--- src/rtl/dma_pkg.sv ---
// Shared definitions for the single-channel DMA copy engine: register map,
// control/status bit positions and the transfer state machine encoding.
package dma_pkg;

    // Register word index, i.e. device_addr_i[4:2] of the byte offset.
    localparam logic [2:0] REG_SRC    = 3'd0;  // byte offset 0x00
    localparam logic [2:0] REG_DST    = 3'd1;  // byte offset 0x04
    localparam logic [2:0] REG_LEN    = 3'd2;  // byte offset 0x08
    localparam logic [2:0] REG_CTRL   = 3'd3;  // byte offset 0x0C
    localparam logic [2:0] REG_STATUS = 3'd4;  // byte offset 0x10

    localparam int CTRL_START_BIT  = 0;
    localparam int CTRL_IRQ_EN_BIT = 1;

    localparam int STATUS_BUSY_BIT = 0;
    localparam int STATUS_DONE_BIT = 1;
    localparam int STATUS_ERR_BIT  = 2;

    typedef enum logic [2:0] {
        ST_IDLE    = 3'd0,
        ST_RD_REQ  = 3'd1,
        ST_RD_WAIT = 3'd2,
        ST_WR_REQ  = 3'd3,
        ST_WR_WAIT = 3'd4
    } dma_state_e;

    // Force a byte address onto a word boundary.
    function automatic logic [31:0] word_align(input logic [31:0] addr);
        return {addr[31:2], 2'b00};
    endfunction

endpackage

--- src/rtl/dma_regs.sv ---
// Register window of the DMA engine: decode, write-1-to-clear status bits,
// START pulse generation, device response and the registered interrupt.
module dma_regs
    import dma_pkg::*;
#(
    parameter int LenWidth = 16
) (
    input  logic                clk_i,
    input  logic                rst_ni,
    input  logic                device_req_i,
    input  logic [31:0]         device_addr_i,
    input  logic                device_we_i,
    input  logic [3:0]          device_be_i,
    input  logic [31:0]         device_wdata_i,
    output logic                device_rvalid_o,
    output logic [31:0]         device_rdata_o,
    input  logic                busy,
    input  logic                done_set,
    input  logic                err_set,
    output logic                start,
    output logic [31:0]         src,
    output logic [31:0]         dst,
    output logic [LenWidth-1:0] len,
    output logic                irq_o
);

    logic [31:0]         src_reg;
    logic [31:0]         dst_reg;
    logic [LenWidth-1:0] len_reg;
    logic                irq_en_reg;
    logic                done_reg;
    logic                err_reg;
    logic                rvalid_reg;
    logic [31:0]         rdata_reg;
    logic                irq_reg;

    logic [2:0]  reg_idx;
    logic        wr_en;
    logic        cfg_wr_en;
    logic        status_wr;
    logic [31:0] rd_value;
    logic        unused_addr_bits;

    assign reg_idx          = device_addr_i[4:2];
    assign unused_addr_bits = ^{device_addr_i[31:5], device_addr_i[1:0]};
    // Any byte enable writes the whole register.
    assign wr_en     = device_req_i & device_we_i & (|device_be_i);
    // Transfer parameters are frozen while a copy is in flight.
    assign cfg_wr_en = wr_en & ~busy;
    assign status_wr = wr_en & (reg_idx == REG_STATUS);
    assign start     = cfg_wr_en & (reg_idx == REG_CTRL) & device_wdata_i[CTRL_START_BIT];

    assign src = src_reg;
    assign dst = dst_reg;
    assign len = len_reg;

    // Program the transfer parameters and the interrupt enable.
    always_ff @(posedge clk_i or negedge rst_ni) begin
        if (!rst_ni) begin
            src_reg    <= '0;
            dst_reg    <= '0;
            len_reg    <= '0;
            irq_en_reg <= 1'b0;
        end else begin
            if (cfg_wr_en && reg_idx == REG_SRC) src_reg <= word_align(device_wdata_i);
            if (cfg_wr_en && reg_idx == REG_DST) dst_reg <= word_align(device_wdata_i);
            if (cfg_wr_en && reg_idx == REG_LEN) len_reg <= device_wdata_i[LenWidth-1:0];
            if (wr_en && reg_idx == REG_CTRL)    irq_en_reg <= device_wdata_i[CTRL_IRQ_EN_BIT];
        end
    end

    // DONE/ERR: engine set beats software clear; START restarts both, and a
    // zero-length START completes immediately.
    always_ff @(posedge clk_i or negedge rst_ni) begin
        if (!rst_ni) begin
            done_reg <= 1'b0;
            err_reg  <= 1'b0;
        end else begin
            if (done_set) begin
                done_reg <= 1'b1;
            end else if (start) begin
                done_reg <= (len_reg == '0);
            end else if (status_wr && device_wdata_i[STATUS_DONE_BIT]) begin
                done_reg <= 1'b0;
            end

            if (err_set) begin
                err_reg <= 1'b1;
            end else if (start) begin
                err_reg <= 1'b0;
            end else if (status_wr && device_wdata_i[STATUS_ERR_BIT]) begin
                err_reg <= 1'b0;
            end
        end
    end

    // Read data selection for the addressed register.
    always_comb begin
        rd_value = '0;
        case (reg_idx)
            REG_SRC:    rd_value = src_reg;
            REG_DST:    rd_value = dst_reg;
            REG_LEN:    rd_value = 32'(len_reg);
            REG_CTRL:   rd_value[CTRL_IRQ_EN_BIT] = irq_en_reg;
            REG_STATUS: begin
                rd_value[STATUS_BUSY_BIT] = busy;
                rd_value[STATUS_DONE_BIT] = done_reg;
                rd_value[STATUS_ERR_BIT]  = err_reg;
            end
            default:    rd_value = '0;
        endcase
    end

    // One-cycle device response; read data is zero outside read responses.
    always_ff @(posedge clk_i or negedge rst_ni) begin
        if (!rst_ni) begin
            rvalid_reg <= 1'b0;
            rdata_reg  <= '0;
        end else begin
            rvalid_reg <= device_req_i;
            rdata_reg  <= (device_req_i && !device_we_i) ? rd_value : '0;
        end
    end

    // Level interrupt, registered from the sticky status bits.
    always_ff @(posedge clk_i or negedge rst_ni) begin
        if (!rst_ni) begin
            irq_reg <= 1'b0;
        end else begin
            irq_reg <= irq_en_reg & (done_reg | err_reg);
        end
    end

    assign device_rvalid_o = rvalid_reg;
    assign device_rdata_o  = rdata_reg;
    assign irq_o           = irq_reg;

endmodule

--- src/rtl/dma_host.sv ---
// Single-channel memory-to-memory copy engine. Reads one word, writes it,
// advances both addresses and repeats until the word count is exhausted or
// the bus reports an error. Only one bus transaction is ever outstanding.
module dma_host
    import dma_pkg::*;
#(
    parameter int LenWidth = 16
) (
    input  logic        clk_i,
    input  logic        rst_ni,
    input  logic        device_req_i,
    input  logic [31:0] device_addr_i,
    input  logic        device_we_i,
    input  logic [3:0]  device_be_i,
    input  logic [31:0] device_wdata_i,
    output logic        device_rvalid_o,
    output logic [31:0] device_rdata_o,
    output logic        host_req_o,
    input  logic        host_gnt_i,
    output logic [31:0] host_addr_o,
    output logic        host_we_o,
    output logic [3:0]  host_be_o,
    output logic [31:0] host_wdata_o,
    input  logic        host_rvalid_i,
    input  logic [31:0] host_rdata_i,
    input  logic        host_err_i,
    output logic        irq_o
);

    dma_state_e          state_reg;
    dma_state_e          state_next;
    logic [31:0]         work_src_reg;
    logic [31:0]         work_dst_reg;
    logic [LenWidth-1:0] count_reg;
    logic [31:0]         data_buf_reg;

    logic                busy;
    logic                start;
    logic                done_set;
    logic                err_set;
    logic                capture;
    logic                advance;
    logic [31:0]         prog_src;
    logic [31:0]         prog_dst;
    logic [LenWidth-1:0] prog_len;

    assign busy = (state_reg != ST_IDLE);

    dma_regs #(
        .LenWidth (LenWidth)
    ) u_regs (
        .clk_i           (clk_i),
        .rst_ni          (rst_ni),
        .device_req_i    (device_req_i),
        .device_addr_i   (device_addr_i),
        .device_we_i     (device_we_i),
        .device_be_i     (device_be_i),
        .device_wdata_i  (device_wdata_i),
        .device_rvalid_o (device_rvalid_o),
        .device_rdata_o  (device_rdata_o),
        .busy            (busy),
        .done_set        (done_set),
        .err_set         (err_set),
        .start           (start),
        .src             (prog_src),
        .dst             (prog_dst),
        .len             (prog_len),
        .irq_o           (irq_o)
    );

    // Transfer state register.
    always_ff @(posedge clk_i or negedge rst_ni) begin
        if (!rst_ni) begin
            state_reg <= ST_IDLE;
        end else begin
            state_reg <= state_next;
        end
    end

    // Next state and bus outputs; request fields depend only on state and
    // working registers, so they hold steady until the grant arrives.
    always_comb begin
        state_next   = state_reg;
        done_set     = 1'b0;
        err_set      = 1'b0;
        capture      = 1'b0;
        advance      = 1'b0;
        host_req_o   = 1'b0;
        host_we_o    = 1'b0;
        host_addr_o  = '0;
        host_be_o    = '0;
        host_wdata_o = '0;
        case (state_reg)
            ST_IDLE: begin
                if (start && prog_len != '0) state_next = ST_RD_REQ;
            end
            ST_RD_REQ: begin
                host_req_o  = 1'b1;
                host_addr_o = work_src_reg;
                host_be_o   = 4'hF;
                if (host_gnt_i) state_next = ST_RD_WAIT;
            end
            ST_RD_WAIT: begin
                if (host_rvalid_i) begin
                    if (host_err_i) begin
                        err_set    = 1'b1;
                        state_next = ST_IDLE;
                    end else begin
                        capture    = 1'b1;
                        state_next = ST_WR_REQ;
                    end
                end
            end
            ST_WR_REQ: begin
                host_req_o   = 1'b1;
                host_we_o    = 1'b1;
                host_addr_o  = work_dst_reg;
                host_be_o    = 4'hF;
                host_wdata_o = data_buf_reg;
                if (host_gnt_i) state_next = ST_WR_WAIT;
            end
            ST_WR_WAIT: begin
                if (host_rvalid_i) begin
                    if (host_err_i) begin
                        err_set    = 1'b1;
                        state_next = ST_IDLE;
                    end else begin
                        advance = 1'b1;
                        if (count_reg == LenWidth'(1)) begin
                            done_set   = 1'b1;
                            state_next = ST_IDLE;
                        end else begin
                            state_next = ST_RD_REQ;
                        end
                    end
                end
            end
            default: state_next = ST_IDLE;
        endcase
    end

    // Working copy of the transfer parameters and the single-word buffer.
    always_ff @(posedge clk_i or negedge rst_ni) begin
        if (!rst_ni) begin
            work_src_reg <= '0;
            work_dst_reg <= '0;
            count_reg    <= '0;
            data_buf_reg <= '0;
        end else begin
            if (start) begin
                work_src_reg <= prog_src;
                work_dst_reg <= prog_dst;
                count_reg    <= prog_len;
            end else if (advance) begin
                work_src_reg <= work_src_reg + 32'd4;
                work_dst_reg <= work_dst_reg + 32'd4;
                count_reg    <= count_reg - LenWidth'(1);
            end
            if (capture) data_buf_reg <= host_rdata_i;
        end
    end

endmodule
--- config.mk ---
export PLATFORM = sky130hd
export DESIGN_NAME = dma_host
export DESIGN_NICKNAME = d
export VERILOG_FILES = /design/src/rtl/dma_pkg.sv /design/src/rtl/dma_regs.sv /design/src/rtl/dma_host.sv
export SDC_FILE = /design/constraint.sdc
export NUM_CORES = 1
export LEC_CHECK = 0
export CORE_ASPECT_RATIO = 1.75
export CORE_UTILIZATION = 50
export CTS_CLUSTER_SIZE = 14
export DETAILED_ROUTE_END_ITERATION = 8
export PLACE_DENSITY = 0.85
export SYNTH_ARGS = -nofsm -noshare
export SYNTH_HDL_FRONTEND = slang
export SYNTH_HIERARCHICAL = 1
export SYNTH_SLANG_ARGS = --single-unit
--- constraint.sdc ---
create_clock -name clk_i -period 5.1 [get_ports clk_i]
set_input_delay 0.765 -clock clk_i [delete_from_list [all_inputs] [get_ports clk_i]]
set_output_delay 0.765 -clock clk_i [all_outputs]
set_load 0.1 [all_outputs]
==> out/metrics.csv <==
metric,value,unit
post_cts_buffers,0,
reg2reg_from,state_reg[1]$_DFFE_PN0P_,
fmax,0.2385,GHz
drt_drc_violations_left,0,
multiInputGateArea,5415,sq um
synthAdderAreaFrac,0.5198,%
chipWidth,116.9,um
path_max_fanout,23,
rsz0062_at_grt,false,
cts_buffer_depth,3,
routed_wl,32.26,mm
synth_compound_area_share,10.06,%
cp_slowest_cell,clkdlybuf4s50_1,
power.density,558.8,nW/um^2
fin_skew,0.02163,ns
vdd_ir_drop_max,0.0002494,V
worst_slew_margin_rel,21.35,%
fin_tns_setup,0,ns
finalCritPeriodShare,82.22,%
synth-simple-area-share,19.19,%
worstSetupEndpointType,output pin,
coreArea,22650,sq um
nets,1336,
clock-sinks,228,
finalCriticalPeriod,4.193,ns
ys.flop_type,dfrtp_1,
cts_tree,yes,
hold_viol,0,
synthesis.area,11550,sq um
grt_max_degree,123,
cp_top_family,buffers and inverters,
cp_slowest_stage_delay,1.20,ns
clock_latency,0.52,ns
startpoint,state_reg[2]$_DFFE_PN0P_,
grt_pass1_wl,50.29,mm
layout-area-overhead-vs-synth,22.32,%
gr-usage-all-layers,27.58,%
setup_viol,0,
grt_pass1_vias,9667,
synthTopCellsByCount,"228 x dfrtp_1, 112 x mux2_2, 106 x nor2_1",
crit_chain,nand2b_1 -> buf_4 -> nor2_1 -> clkdlybuf4s50_1,
whs,0.3118,ns
cts-buffers-inserted,22,
place_congestion,0.9135,
synth_edf_count,0,
drt-pass1-iter-count,5,
yosysTopAreaCell,dfrtp_1,
hold_class,in -> async,
via_per_inst,6.278,
wl_per_cell,20.96,um
cp.required,4.34,ns
worstPathArrival,3.43,ns
p_total,7897,uW
path_clk_slew,0.07,ns
status,completed,
dp_hpwl,22.44,mm
synth_top_family_by_area,simple AND/OR/NAND/NOR gates,
ios,211,
drive_gt1_share,18.08,%
final_area,14130,sq um
place_ws,1.479,ns
drt_iter0_markers,758,
synth_warnings,6,
vias,9662,
seq_area_frac_synth,49.38,%
antenna_found_initial,0,
synth_xor_area_share,1.592,%
crit_buf_inv,2,
fp.dieH,203.1,um
cts-resized-gates,0,
fillers,1861,
cts_hold_buffers,0,
die_area,23740,sq um
synth-async-reset-ratio,100.0,%
worstSetupStartpointType,flip-flop,
initial_core_util,51.01,%
yosys-mux-area-fraction,15.27,%
slew_viol_final,0,
netlist.area_leader.share,49.38,%
ctsRootBufferMaster,clkbuf_16,
max_cap_viol_count,0,
synth-seq-cells,228,
htree_levels,1,
synthMostInstantiatedCell,dfrtp_1,
leakage,0.005941,uW
grt-ovfl-total,0,
tightest_slew,1.177,ns
rows,73,
postSynthAreaPerCell,10.68,sq um
place_area,13410,sq um
layout_setup_ws,0.9066,ns
antenna_left,0,
netlist-cell-type-count,68,
ff_latch_area,5707,sq um
diodes,0,
postSynthCellCount,1082,
critical_path_class,reg -> out,
synth_area_leaders,"dfrtp_1 49%, mux2_2 11%, mux2i_1 4.2%, nor2_1 3.4%, or4_1 3.0%",
port_buffers,181,
[kinds of logic after synthesis]
logic type / Yosys count
AO/OA/AOI/OAI: 168
XOR/XNOR: 21
adder cells (fa/ha/maj): 5
buffers and inverters: 98
flip-flops: 228
multiplexers: 162
other: 1
AND/OR/NAND/NOR: 399
[layer usage]
metal | up-vias | routed length (um) | track usage (%)
met2 | 446 | 16950 | 48.06
met5 | - | 0 | 0
li1 | 4273 | - | -
met1 | 4812 | 11280 | 30.37
met3 | 131 | 1694 | 2.955
met4 | 0 | 2343 | 20.30
[cell usage in the layout (no fill, tap or decap), drive strengths merged, types with 17 or more instances in the layout]
master / n
o31ai: 31
buf: 59
clkbuf: 32
a31oi: 36
mux2i: 48
mux2: 114
clkdlybuf4s50: 141
dfrtp: 228
nand3: 38
a22oi: 17
nand4: 23
nor2: 106
o21ai: 33
or4: 47
nand2: 60
and3: 34
[report_power, final]
group | switching [uW] | leakage (uW) | internal, uW | total (uW)
Combinational | 1840 | 0.00266 | 1110 | 2950
Sequential | 798 | 0.00293 | 2500 | 3300
Clock | 701 | 0.000354 | 948 | 1650
[final cells by class]
| type | instances | share of cell area (%) |
|---|---|---|
| Multi-Input combinational cell | 759 | 38.32 |
| Sequential cell | 228 | 40.38 |
| Clock buffer | 32 | 4.666 |
| Inverter | 14 | 0.3718 |
| Timing Repair Buffer | 200 | 13.17 |
| Clock inverter | 6 | 0.4338 |
| Tap cell | 300 | 2.656 |
[worst register-to-register path: cells and delay by family (launching register included)]
family                 cells  cell delay [ns]
buffers and inverters      2             0.50
AND/OR/NAND/NOR            3             1.49
flip-flops                 1             0.68
AO/OA/AOI/OAI              3             0.60
[worst paths after layout]
kind,cells past startpoint,to,slack [ns]
max in group asynchronous,2,u_regs/src[30]$_DFFE_PN0P_,3.51
min,1,data_buf_reg[26]$_DFFE_PN0P_,0.31
min reg2reg,1,data_buf_reg[3]$_DFFE_PN0P_,0.50
max,4,host_addr_o[14],0.91
max reg2reg,8,state_reg[1]$_DFFE_PN0P_,1.73
min in group clk_i,1,data_buf_reg[3]$_DFFE_PN0P_,0.50
[through the flow]
stage                     utilization, %  cells
after floorplan                        -   1085
after global placement             59.21   1501
after detailed placement           59.21   1501
after CTS                          62.39   1539
after global routing               62.39   1539
final                              62.39   1539
(Power assumes the default switching activity.)
